## src/rtl/i2s_tx_param.sv

```systemverilog
// I2S/left-justified stereo transmitter with parameterised widths and clock dividers.
// Optional macro SPK_UNDERRUN_REPEAT_EN: an underrun repeats the last pair instead of zeros.
module i2s_tx_param #(
    parameter int unsigned DATA_W    = 16,
    parameter int unsigned SLOT_W    = 16,
    parameter int unsigned SCK_DIV   = 16,
    parameter int unsigned MCLK_DIV  = 4,
    parameter int unsigned I2S_DELAY = 0
) (
    input  logic              clk_100mhz,
    input  logic              rst,
    input  logic [DATA_W-1:0] s_left,
    input  logic [DATA_W-1:0] s_right,
    input  logic              s_valid,
    output logic              s_ready,
    output logic              audio_mclk,
    output logic              audio_lrck,
    output logic              audio_sck,
    output logic              audio_sdin,
    output logic              frame_start,
    output logic              underrun
);
    localparam int unsigned FRAME_W = 2 * SLOT_W;
    localparam int unsigned MW      = (MCLK_DIV > 1) ? $clog2(MCLK_DIV) : 1;
    localparam int unsigned CW      = $clog2(SCK_DIV);
    localparam int unsigned BW      = $clog2(FRAME_W);

    logic [MW-1:0]      r_mclk_cnt, w_mclk_cnt_d;
    logic [CW-1:0]      r_sck_cnt, w_sck_cnt_d;
    logic [BW-1:0]      r_bit_cnt, w_bit_cnt_d;
    logic [FRAME_W-1:0] r_sr, w_sr_d, w_frame;
    logic               r_dly, w_dly_d;
    logic [DATA_W-1:0]  r_hold_l, r_hold_r, w_load_l, w_load_r;
    logic               r_hold_full, w_hold_full_d;
    logic               r_ready, r_mclk, r_lrck, r_sck, r_sdin, r_frame_start, r_underrun;
    logic               w_sck_wrap, w_frame_end, w_boundary, w_accept, w_sdin_d;
`ifdef SPK_UNDERRUN_REPEAT_EN
    logic [DATA_W-1:0]  r_last_l, r_last_r;
`endif

    always_comb begin
        w_mclk_cnt_d = (r_mclk_cnt == MW'(MCLK_DIV - 1)) ? '0 : r_mclk_cnt + 1'b1;
        w_sck_wrap   = (r_sck_cnt == CW'(SCK_DIV - 1));
        w_sck_cnt_d  = w_sck_wrap ? '0 : r_sck_cnt + 1'b1;
        w_frame_end  = (r_bit_cnt == BW'(FRAME_W - 1));
        w_bit_cnt_d  = r_bit_cnt;
        if (w_sck_wrap) begin
            w_bit_cnt_d = w_frame_end ? '0 : r_bit_cnt + 1'b1;
        end
        w_boundary = w_sck_wrap & w_frame_end;
        w_accept   = s_valid & r_ready;

        w_load_l = r_hold_l;
        w_load_r = r_hold_r;
        if (!r_hold_full) begin
`ifdef SPK_UNDERRUN_REPEAT_EN
            w_load_l = r_last_l;
            w_load_r = r_last_r;
`else
            w_load_l = '0;
            w_load_r = '0;
`endif
        end
        // Each slot carries its sample MSB-first, padded with zeros below.
        w_frame = '0;
        w_frame[FRAME_W-1 -: DATA_W] = w_load_l;
        w_frame[SLOT_W-1 -: DATA_W]  = w_load_r;

        w_hold_full_d = w_boundary ? w_accept : (r_hold_full | w_accept);

        w_sr_d  = r_sr;
        w_dly_d = r_dly;
        if (w_sck_wrap) begin
            w_dly_d = r_sr[FRAME_W-1];
            w_sr_d  = w_boundary ? w_frame : {r_sr[FRAME_W-2:0], 1'b0};
        end
        w_sdin_d = (I2S_DELAY != 0) ? w_dly_d : w_sr_d[FRAME_W-1];
    end

    always_ff @(posedge clk_100mhz) begin
        if (rst) begin
            r_mclk_cnt    <= '0;
            r_sck_cnt     <= '0;
            r_bit_cnt     <= '0;
            r_sr          <= '0;
            r_dly         <= 1'b0;
            r_hold_l      <= '0;
            r_hold_r      <= '0;
            r_hold_full   <= 1'b0;
            r_ready       <= 1'b0;
            r_mclk        <= 1'b0;
            r_lrck        <= 1'b0;
            r_sck         <= 1'b0;
            r_sdin        <= 1'b0;
            r_frame_start <= 1'b0;
            r_underrun    <= 1'b0;
`ifdef SPK_UNDERRUN_REPEAT_EN
            r_last_l      <= '0;
            r_last_r      <= '0;
`endif
        end else begin
            r_mclk_cnt    <= w_mclk_cnt_d;
            r_sck_cnt     <= w_sck_cnt_d;
            r_bit_cnt     <= w_bit_cnt_d;
            r_sr          <= w_sr_d;
            r_dly         <= w_dly_d;
            r_hold_full   <= w_hold_full_d;
            r_ready       <= ~w_hold_full_d;
            // Output levels are decoded from the next counter values so they stay registered.
            r_mclk        <= (w_mclk_cnt_d >= MW'(MCLK_DIV / 2));
            r_sck         <= (w_sck_cnt_d >= CW'(SCK_DIV / 2));
            r_lrck        <= (w_bit_cnt_d >= BW'(SLOT_W));
            r_sdin        <= w_sdin_d;
            r_frame_start <= w_boundary;
            r_underrun    <= w_boundary & ~r_hold_full;
            if (w_accept) begin
                r_hold_l <= s_left;
                r_hold_r <= s_right;
            end
`ifdef SPK_UNDERRUN_REPEAT_EN
            if (w_boundary) begin
                r_last_l <= w_load_l;
                r_last_r <= w_load_r;
            end
`endif
        end
    end

    assign s_ready     = r_ready;
    assign audio_mclk  = r_mclk;
    assign audio_lrck  = r_lrck;
    assign audio_sck   = r_sck;
    assign audio_sdin  = r_sdin;
    assign frame_start = r_frame_start;
    assign underrun    = r_underrun;

endmodule

```

## config.mk

```make
export PLATFORM = sky130hd
export DESIGN_NAME = i2s_tx_param
export DESIGN_NICKNAME = d
export VERILOG_FILES = /design/src/rtl/i2s_tx_param.sv
export SDC_FILE = /design/constraint.sdc
export NUM_CORES = 1
export LEC_CHECK = 0
export CAP_MARGIN = 20
export CORE_MARGIN = 2
export CORE_UTILIZATION = 34
export DETAILED_ROUTE_END_ITERATION = 12
export PLACE_DENSITY = 0.62
export SYNTH_ARGS = -nofsm -noshare
export SYNTH_HDL_FRONTEND = slang
export SYNTH_SLANG_ARGS = --single-unit
export TNS_END_PERCENT = 30
```

## constraint.sdc

```tcl
create_clock -name clk_100mhz -period 1.95 [get_ports clk_100mhz]
set_input_delay 0.2925 -clock clk_100mhz [delete_from_list [all_inputs] [get_ports clk_100mhz]]
set_output_delay 0.2925 -clock clk_100mhz [all_outputs]
set_load 0.03 [all_outputs]
```

After elaboration in Yosys (flattened, before gate mapping)

Index checks and enable logic that the tools add are counted.

Register bits after elaboration: 82
Bits of input ports: 35
Output and inout port bits: 7
Word-level logic and storage cells: 37

Add/subtract/negate cells: 3
Order comparisons: 3
Equal/unequal tests: 3
Mux-type cells: 8
Bitwise operators: 6

Operators by type and width:

| cell                  | count |
|---|---|
| $mux W16              | 2 |
| $mux W32              | 1 |
| $mux W5               | 2 |
| $add A5 B1 Y5 const B | 1 |
| $eq A5 B5 Y1 const B  | 1 |
| $ge A5 B5 Y1 const B  | 1 |
| $add A4 B1 Y4 const B | 1 |
| $eq A4 B4 Y1 const B  | 1 |
| $ge A4 B4 Y1 const B  | 1 |
| $mux W4               | 1 |
| $and A1 B1 Y1         | 3 |
| $add A2 B1 Y2 const B | 1 |
| $eq A2 B2 Y1 const B  | 1 |
| $ge A2 B2 Y1 const B  | 1 |
| $mux W2               | 1 |
| $not A1 Y1            | 2 |
| $mux W1               | 1 |
| $or A1 B1 Y1          | 1 |

Longest topological paths before layout

Gate-level depths: netlist of the first run.

Word-level depth: 4
Gate-level depth with buffers: 8
Mapped depth without buffers: 6

Worst setup path after synthesis of the first run

No wires, ideal clock.

Kind: register to register
Start point: register (tool-made name)
End point: register r_sr[1]
Setup time: 0.132 ns
Data arrival time: 1.603 ns
Required time: 1.818 ns
Setup slack: 0.215 ns
Cell stages (with the launch flop): 8
Path buffers: 2
Clock period less this slack: 1.735 ns
Cells stage by stage: dfxtp_1 -> ha_1 -> and3_1 -> ha_1 -> buf_2 -> clkbuf_1 -> a311oi_1 -> nor3_1

RTL lines:

| what                 | line | RTL |
|---|---|---|
| end signal, assigned | 105  | `r_sr <= w_sr_d;` |
| end, declared        | 31   | `logic [FRAME_W-1:0] r_sr, w_sr_d, w_frame;` |

==> results by group, run 1 <==
Status
  • Result of the run: finished, final reports clean

Detailed routing
  • DRC violations left: 0
  • Sum of routed wire segments on met1: 3.17 mm
  • Average routed wire per standard cell: 12.7 µm
  • Top sig layer: met4
  • Number of DRC violations after detailed-routing iteration 0: 150
  • Count of nets left with antenna violations after detail routing: 0
  • Vias after detailed routing: 2,607
  • DR vias/cell: 4.97
  • DR WL met3: 249 µm
  • Met2 wire length: 3.22 mm
  • Number of iterations in the first detailed-routing pass: 4
  • Detailed Route WL: 6.67 mm

Yosys
  • Synthesis-stage register bit count: 80
  • Main area contributors after synthesis: sky130_fd_sc_hd__dfxtp_1 51%, sky130_fd_sc_hd__a311oi_1 8.6%, sky130_fd_sc_hd__nand2_1 8.4%
  • Area share of the largest cell type after synthesis: 50.6%
  • Syn Nets: 422
  • Fraction of registers with async set/reset: 0%
  • Post-synthesis instance area: 3170 µm²
  • Number of warnings reported in the yosys synthesis log: 0
  • Largest area contributor in the synthesized netlist: sky130_fd_sc_hd__dfxtp_1
  • Number of enable flip-flop cells after synthesis: 0
  • Yosys cell types: 23
  • Avg Inst Size Synth: 8.27 µm²
  • Commonest cells in the netlist: 80 x sky130_fd_sc_hd__dfxtp_1, 71 x sky130_fd_sc_hd__nand2_1, 42 x sky130_fd_sc_hd__a21oi_1
  • Fraction of the yosys area taken by sequential cells: 50.6%
  • Cell count after synthesis: 383
  • Most repeated cell in the gate-level netlist after synthesis: sky130_fd_sc_hd__dfxtp_1
  • Primary FF master, synth: sky130_fd_sc_hd__dfxtp_1

Die
  • Floorplan row count: 35
  • Die ar.: 10,100 µm²
  • Floorplan die width: 100 µm
  • Placeable core region: 9150 µm²
  • Initial Util: 34.6%
  • Die height: 100 µm
  • Number of top-level pins: 42

CTS
  • Deepest level of the CTS H-tree: 3
  • CTS Sinks: 80
  • Clock tree from TritonCTS: yes
  • Inserted Clock Buffers: 9
  • Count of hold buffers inserted by post-cts repair: 0
  • Clock-pin slew reported for the worst setup and hold paths after clock tree synthesis: 0.07 ns
  • Clock latency on the worst-skew pair: 0.34 ns
  • Maximum clock path buffer count: 2
  • Setup repair bufs after CTS: 0
  • Root buffer cell: sky130_fd_sc_hd__clkbuf_8

Power
  • PD cells: 838 nW/µm²
  • Clock group share of total power: 41.0%
  • Net switching component of the power: 707 µW
  • Worst vdd rail ir drop: 409 µV
  • Part of the total power dissipated in sequential elements: 52.1%
  • Internal power consumption: 2580 µW
  • Lkg Pwr: 0.00138 µW
  • Fraction of power consumed by combinational cells: 6.9%
  • Switching Fraction: 21.5%

Global route
  • Global-route wire length before repair: 11.6 mm
  • Initial antenna violation count: 0
  • Via count of the first global-routing pass: 2,545
  • Pin count of the biggest net entering global routing: 81
  • Global-route total usage across every layer: 14.3%
  • Total overflow reported by the global router: 0

Final layout
  • Nets: 449
  • Fraction of layout cells with a size suffix above 1: 6.28%
  • Post-layout instance count excluding filler cells: 525
  • # diodes: 0
  • Layout overhead on the synthesized area: 23.7%
  • Fillers: 928

Critical path
  • Endpoint class of the critical path: output pin
  • Largest stage delay on the critical path: 0.71 ns
  • Endpoint arrival time on the critical path: 1.46 ns
  • Critical Path Source Type: flip-flop
  • Worst setup path category: flip-flop to output pin
  • Cells traversed along the worst timing path: clkdlybuf4s50_1
  • Slowest stage cell on the critical path: sky130_fd_sc_hd__clkdlybuf4s50_1
  • Maximum fanout along the worst path: 3
  • Cell family with the largest share of critical-path delay: buffers and inverters
  • Critical path data required time: 1.66 ns
  • Critical path buffers and inverters: 1

STA
  • Total negative slack for setup checks: 0 ns
  • Final setup vio count: 0
  • Hold Slack: 0.426 ns
  • Headroom to the max-slew limit: 74.8%
  • Unrepaired setup endpoints after global routing: no
  • Final worst clock skew: 0.00484 ns
  • Transition at the pin with the smallest max-transition slack: 0.378 ns
  • Max-slew violation total from the final report: 0
  • Final period util: 90.0%
  • Clock period minus final worst setup slack: 1.75 ns
  • Maximum clock frequency: 0.570 GHz
  • Final hold vios: 0

Job
  • Max-cap violations: 0

Placed design
  • Cell count after placement: 510
  • Port Buffers: 41
  • Global placer's final weighted congestion: 0.684
  • Post-detail-place hpwl: 4.12 mm

Worst hold path
  • Worst hold path class: flip-flop to flip-flop
[flip-flops by register name, summed over array words and instances (netlist names), named ones only]
register     count
frame_start      1
s_ready          1
r_sck_cnt        4
r_sr            32
r_hold_full      1
underrun         1
r_hold_l        16
r_mclk_cnt       2
audio_sck        1
r_hold_r        16
[routing by layer]
layer  up-vias  track usage [%]
li1       1374                -
met1      1188             18.1
met2        41             23.8
met3         4             4.09
met4         0             4.11
met5         -                0
[power by group through the flow]
stage | Clock (µW) | Combinational [µW] | Sequential [µW]
final | 1350 | 227 | 1710
after global routing | 1450 | 252 | 1720
after CTS | 1390 | 231 | 1710
after detailed placement | 0 | 231 | 1750
after global placement | 0 | 229 | 1750
after floorplan | 0 | 110 | 1750
[final cells by class]
class	instances	area, µm²	share of cell area [%]
tap	111	139	3.55
clock inverter	3	65.1	1.66
timing repair buffer	51	522	13.3
sequential	80	1600	40.9
multi-input combinational	267	1430	36.5
inverter	1	3.75	0.0959
clock buffer	12	155	3.96
[cell families after synthesis]
family | after synthesis | synth area share [%]
simple gates | 185 | 27.0
xor+xnor | 1 | 0.277
fa+ha+maj | 4 | 1.58
compound gates | 77 | 15.9
flops | 80 | 50.6
buf+inv | 36 | 4.66
[per-stage QoR]
stage / total power, µW / utilization [%] / worst slack (ns) / cell area [µm²]
after floorplan: 1860 / - / 0.215 / 3170
after global placement: 1970 / 40.2 / 0.273 / 3680
after detailed placement: 1980 / 40.2 / 0.160 / 3680
after CTS: 3330 / 42.6 / 0.152 / 3900
after global routing: 3420 / 42.8 / 0.0117 / 3920
final: 3280 / 42.8 / 0.196 / 3920
[worst paths after layout]
path,start,end,cells after the start,slack (ns)
worst max-delay path,flip-flop,audio_lrck,1,0.20
worst min-delay path,r_mclk_cnt[0],r_mclk_cnt[0],1,0.43
worst max register to register,flip-flop,flip-flop,6,0.22
worst min register to register,r_mclk_cnt[0],r_mclk_cnt[0],1,0.43
[timing repair]
action | in CTS | in global routing
gates resized for setup | 0 | 2
endpoints found under the hold margin | 0 | 0
setup endpoints to repair | 0 | 9
[placed cells by master, fill, tap and decap left out, types with 2 or more instances in the layout]
cell type / count
sky130_fd_sc_hd__a21oi_1: 42
sky130_fd_sc_hd__a311oi_1: 31
sky130_fd_sc_hd__and3_1: 2
sky130_fd_sc_hd__buf_12: 3
sky130_fd_sc_hd__buf_4: 6
sky130_fd_sc_hd__bufinv_16: 2
sky130_fd_sc_hd__clkbuf_8: 11
sky130_fd_sc_hd__clkdlybuf4s50_1: 40
sky130_fd_sc_hd__dfxtp_1: 80
sky130_fd_sc_hd__ha_1: 3
sky130_fd_sc_hd__nand2_1: 71
sky130_fd_sc_hd__nand3_1: 2
sky130_fd_sc_hd__nand4_1: 2
sky130_fd_sc_hd__nor2_1: 35
sky130_fd_sc_hd__nor2b_1: 34
sky130_fd_sc_hd__nor3_1: 34
sky130_fd_sc_hd__o21ai_0: 3
Note: power is estimated with default switching activity, not from simulation.
==> inputs of run 2 (changes only) <==
--- a/config.mk
+++ b/config.mk
@@ -5,11 +5,12 @@
 export SDC_FILE = /design/constraint.sdc
 export NUM_CORES = 1
 export LEC_CHECK = 0
-export CAP_MARGIN = 20
+export ABC_AREA = 1
 export CORE_MARGIN = 2
 export CORE_UTILIZATION = 34
 export DETAILED_ROUTE_END_ITERATION = 12
 export PLACE_DENSITY = 0.62
+export RECOVER_POWER = 50
 export SYNTH_ARGS = -nofsm -noshare
 export SYNTH_HDL_FRONTEND = slang
 export SYNTH_SLANG_ARGS = --single-unit
==> run 2 against run 1 <==
Net effect:
- cell count increased by 17%
- synthesized cell count rose by 17%
- global-route usage decreased by 0.058 points
- worst hold slack gained 0.018 ns
- first-iteration DRC count is 37% higher
- flip-flop and latch count did not move
- routed wire length is 6.1% higher
- sequential power about the same
- critical path depth increased by 7
- combinational power is 12% higher
- power rose by 1.4%
- largest cell class unchanged
- largest power group unchanged
==> results by group, run 2 <==
Final layout
  • Fraction of layout cells with a size suffix above 1: 5.79% (-0.50 points)
  • Number of flip-flops in the largest register: 32 (unchanged)
  • Register with the most flip-flops: r_sr
  • Nets: 518 (+15%)
  • Most common cell after layout, fill and taps aside: sky130_fd_sc_hd__nor2_1
  • Fillers: 936 (+0.86%)
  • Top library cells by usage in the layout, fill and taps aside: 119 x sky130_fd_sc_hd__nor2_1, 80 x sky130_fd_sc_hd__dfxtp_1, 70 x sky130_fd_sc_hd__nand2_1
  • Post-layout instance count excluding filler cells: 613 (+17%)
  • Area taken by multi-input logic gates: 1380 µm² (-3.4%)
  • Top flop regs: r_sr x32, r_hold_l x16, r_hold_r x16
  • # diodes: 0 (unchanged)
  • Area taken by flip-flops and latches: 1600 µm² (unchanged)
  • Layout overhead on the synthesized area: 21.8%

Yosys
  • Main area contributors after synthesis: sky130_fd_sc_hd__dfxtp_1 49%, sky130_fd_sc_hd__nor2_1 14%, sky130_fd_sc_hd__o21ai_0 11%
  • Synthesis-stage register bit count: 80 (unchanged)
  • Number of warnings reported in the yosys synthesis log: 0 (unchanged)
  • Post-synthesis instance area: 3240 µm² (+2.2%)
  • Primary FF master, synth: sky130_fd_sc_hd__dfxtp_1
  • Fraction of the yosys area taken by sequential cells: 49.5% (-1.1 points)
  • Avg Inst Size Synth: 7.24 µm² (-12%)
  • Commonest cells in the netlist: 119 x sky130_fd_sc_hd__nor2_1, 80 x sky130_fd_sc_hd__dfxtp_1, 70 x sky130_fd_sc_hd__nand2_1
  • Yosys cell types: 18 (-22%)
  • Syn Nets: 486 (+15%)
  • Cell count after synthesis: 447 (+17%)
  • Number of enable flip-flop cells after synthesis: 0 (unchanged)
  • Area share of the largest cell type after synthesis: 49.5% (-1.1 points)
  • Fraction of registers with async set/reset: 0% (unchanged)
  • Largest area contributor in the synthesized netlist: sky130_fd_sc_hd__dfxtp_1
  • Most repeated cell in the gate-level netlist after synthesis: sky130_fd_sc_hd__nor2_1

Global route
  • Initial antenna violation count: 0 (unchanged)
  • Global-route wire length before repair: 11.9 mm (+2.0%)
  • Pin count of the biggest net entering global routing: 71 (-12%)
  • Total overflow reported by the global router: 0 (unchanged)
  • Global-route total usage across every layer: 14.3% (-0.058 points)
  • Via count of the first global-routing pass: 2,689 (+5.7%)

Die
  • Initial Util: 35.0% (+0.43 points)
  • Placeable core region: 9240 µm² (+0.96%)
  • Floorplan row count: 35 (unchanged)
  • Die ar.: 10,300 µm² (+2.1%)
  • Number of top-level pins: 42 (unchanged)
  • Die height: 102 µm (+1.1%)
  • Floorplan die width: 102 µm (+1.1%)

CTS
  • Clock latency on the worst-skew pair: 0.34 ns (about the same)
  • Deepest level of the CTS H-tree: 3 (unchanged)
  • CTS Sinks: 80 (unchanged)
  • Post_cts resized: 0 (unchanged)
  • Inserted Clock Buffers: 9 (unchanged)
  • Root buffer cell: sky130_fd_sc_hd__clkbuf_8
  • Maximum clock path buffer count: 2 (unchanged)
  • Clock-pin slew reported for the worst setup and hold paths after clock tree synthesis: 0.08 ns (about the same)
  • Clock tree from TritonCTS: yes

Critical path
  • Critical Path Source Type: flip-flop
  • Maximum fanout along the worst path: 13 (+10)
  • Critical path data required time: 2.23 ns (+0.57 ns)
  • Worst setup path category: flip-flop to flip-flop
  • Endpoint arrival time on the critical path: 2.10 ns (+0.64 ns)
  • FF-to-FF setup slack: 0.13 ns (-0.09 ns)
  • Endpoint class of the critical path: flip-flop

Detailed routing
  • Average routed wire per standard cell: 11.6 µm (-9.1%)
  • DRC violations left: 0 (unchanged)
  • Detailed Route WL: 7.08 mm (+6.1%)
  • DR vias/cell: 4.66 (-6.2%)
  • Vias after detailed routing: 2,856 (+9.6%)
  • Number of DRC violations after detailed-routing iteration 0: 205 (+37%)
  • Count of nets left with antenna violations after detail routing: 0 (unchanged)
  • Number of iterations in the first detailed-routing pass: 4 (unchanged)

Placed design
  • Global placer's final weighted congestion: 0.767 (+12%)
  • Cell count after placement: 597 (+17%)
  • Post-detail-place hpwl: 4.46 mm (+8.3%)
  • Port Buffers: 41 (unchanged)

Power
  • Net switching component of the power: 755 µW (+6.9%)
  • Worst vdd rail ir drop: 331 µV (-19%)
  • Switching Fraction: 22.7% (+1.2 points)
  • Lkg Pwr: 0.00167 µW (+21%)
  • PD cells: 844 nW/µm² (+0.68%)
  • Part of the total power dissipated in sequential elements: 51.8% (-0.3 points)
  • Internal power consumption: 2570 µW (-0.17%)
  • Fraction of power consumed by combinational cells: 7.7% (+0.8 points)
  • Overall Power: 3330 µW (+1.4%)
  • Clock group share of total power: 40.6% (-0.4 points)

STA
  • Max-slew violation total from the final report: 0 (unchanged)
  • Clock period minus final worst setup slack: 1.82 ns (+0.0663 ns)
  • Final period util: 93.4% (+3.4 points)
  • Final hold vios: 0 (unchanged)
  • Transition at the pin with the smallest max-transition slack: 0.636 ns (+0.257 ns)
  • Maximum clock frequency: 0.549 GHz (-3.6%)
  • Final worst clock skew: 0.0107 ns (+0.00583 ns)
  • Unrepaired setup endpoints after global routing: yes
  • Headroom to the max-slew limit: 57.6% (-17 points)
  • Final setup vio count: 0 (unchanged)

Job
  • Max-cap violations: 0 (unchanged)

Worst hold path
  • Beginning of the worst hold path: r_mclk_cnt[0]
  • Worst hold path class: flip-flop to flip-flop

Status
  • Result of the run: finished, final reports clean
## run 2: cell count changes in the layout (fill, tap and decap cells not counted), moves of 22 or more
| cell | delta |
|---|---|
| sky130_fd_sc_hd__nor2b_1 | -34 |
| sky130_fd_sc_hd__o21ai_0 | +66 |
| sky130_fd_sc_hd__a21oi_1 | -27 |
| sky130_fd_sc_hd__a311oi_1 | -31 |
| sky130_fd_sc_hd__nand3_1 | +22 |
| sky130_fd_sc_hd__nor3_1 | -33 |
| sky130_fd_sc_hd__nor2_1 | +84 |
## run 2: worst paths after layout
kind | endpoint | cells after the start
hold reg to reg | r_mclk_cnt[0] | 1
setup reg to reg | r_sr[20] | 8
hold / removal | r_mclk_cnt[0] | 1
setup / recovery | r_sr[20] | 8
## run 2: cell families after synthesis
| logic type | count (synthesis) | share of synthesized area, % |
|---|---|---|
| AO/OA/AOI/OAI | 95 | 14.7 |
| XOR/XNOR | 1 | 0.271 |
| adder cells (fa/ha/maj) | 4 | 1.55 |
| buffers and inverters | 52 | 7.85 |
| flip-flops | 80 | 49.5 |
| AND/OR/NAND/NOR | 215 | 26.1 |
## run 2: repair_timing
action	4_1_cts	5_1_grt
setup buffers	0	0
hold buffers	0	0
setup endpoints to repair	0	3
hold endpoints to repair	0	0
## run 2: area by class of cell
cell class | instances | area share, %
Tap cell | 129 | 4.10
Inverter | 22 | 2.10
Sequential cell | 80 | 40.6
Clock buffer | 11 | 3.59
Multi-Input combinational cell | 315 | 35.0
Clock inverter | 5 | 2.03
Timing Repair Buffer | 51 | 12.5
## run 2: per-stage QoR
stage | utilization [%] | area, µm² | hold slack [ns] | worst slack, ns | setup TNS (ns)
final | 42.7 | 3940 | 0.444 | 0.129 | 0
after floorplan | - | 3240 | 0.403 | 0.499 | 0
after global placement | 40.3 | 3720 | 0.411 | 0.262 | 0
after detailed placement | 40.3 | 3720 | 0.440 | 0.207 | 0
after global routing | 42.7 | 3940 | 0.470 | -0.0210 | -0.0444
after CTS | 42.7 | 3950 | 0.451 | 0.160 | 0
## run 2: power by group through the flow
| stage | Combinational, µW | Sequential (µW) | Clock [µW] |
|---|---|---|---|
| global route | 287 | 1730 | 1450 |
| finish | 255 | 1720 | 1350 |
| floorplan | 133 | 1760 | 0 |
| CTS | 260 | 1720 | 1390 |
| detailed placement | 259 | 1760 | 0 |
| global placement | 253 | 1760 | 0 |
## run 2: worst max-delay path, stage by stage (launching register included)
cell and delay (ns):
sky130_fd_sc_hd__dfxtp_1 0.38, sky130_fd_sc_hd__ha_1 0.20, sky130_fd_sc_hd__nand2_1 0.06, sky130_fd_sc_hd__nor2_1 0.11, sky130_fd_sc_hd__ha_1 0.26, sky130_fd_sc_hd__nand2_1 0.32, sky130_fd_sc_hd__o21ai_0 0.27, sky130_fd_sc_hd__nor2_1 0.06
sky130_fd_sc_hd__nor2_1 0.11
## run 2: layer usage
metal / track usage, % / vias up / part of all wire, %
met5: 0 / - / 0
met3: 3.45 / 7 / 4.1
li1: - / 1482 / -
met2: 24.0 / 60 / 47
met1: 18.0 / 1307 / 48
met4: 4.37 / 0 / 0.85
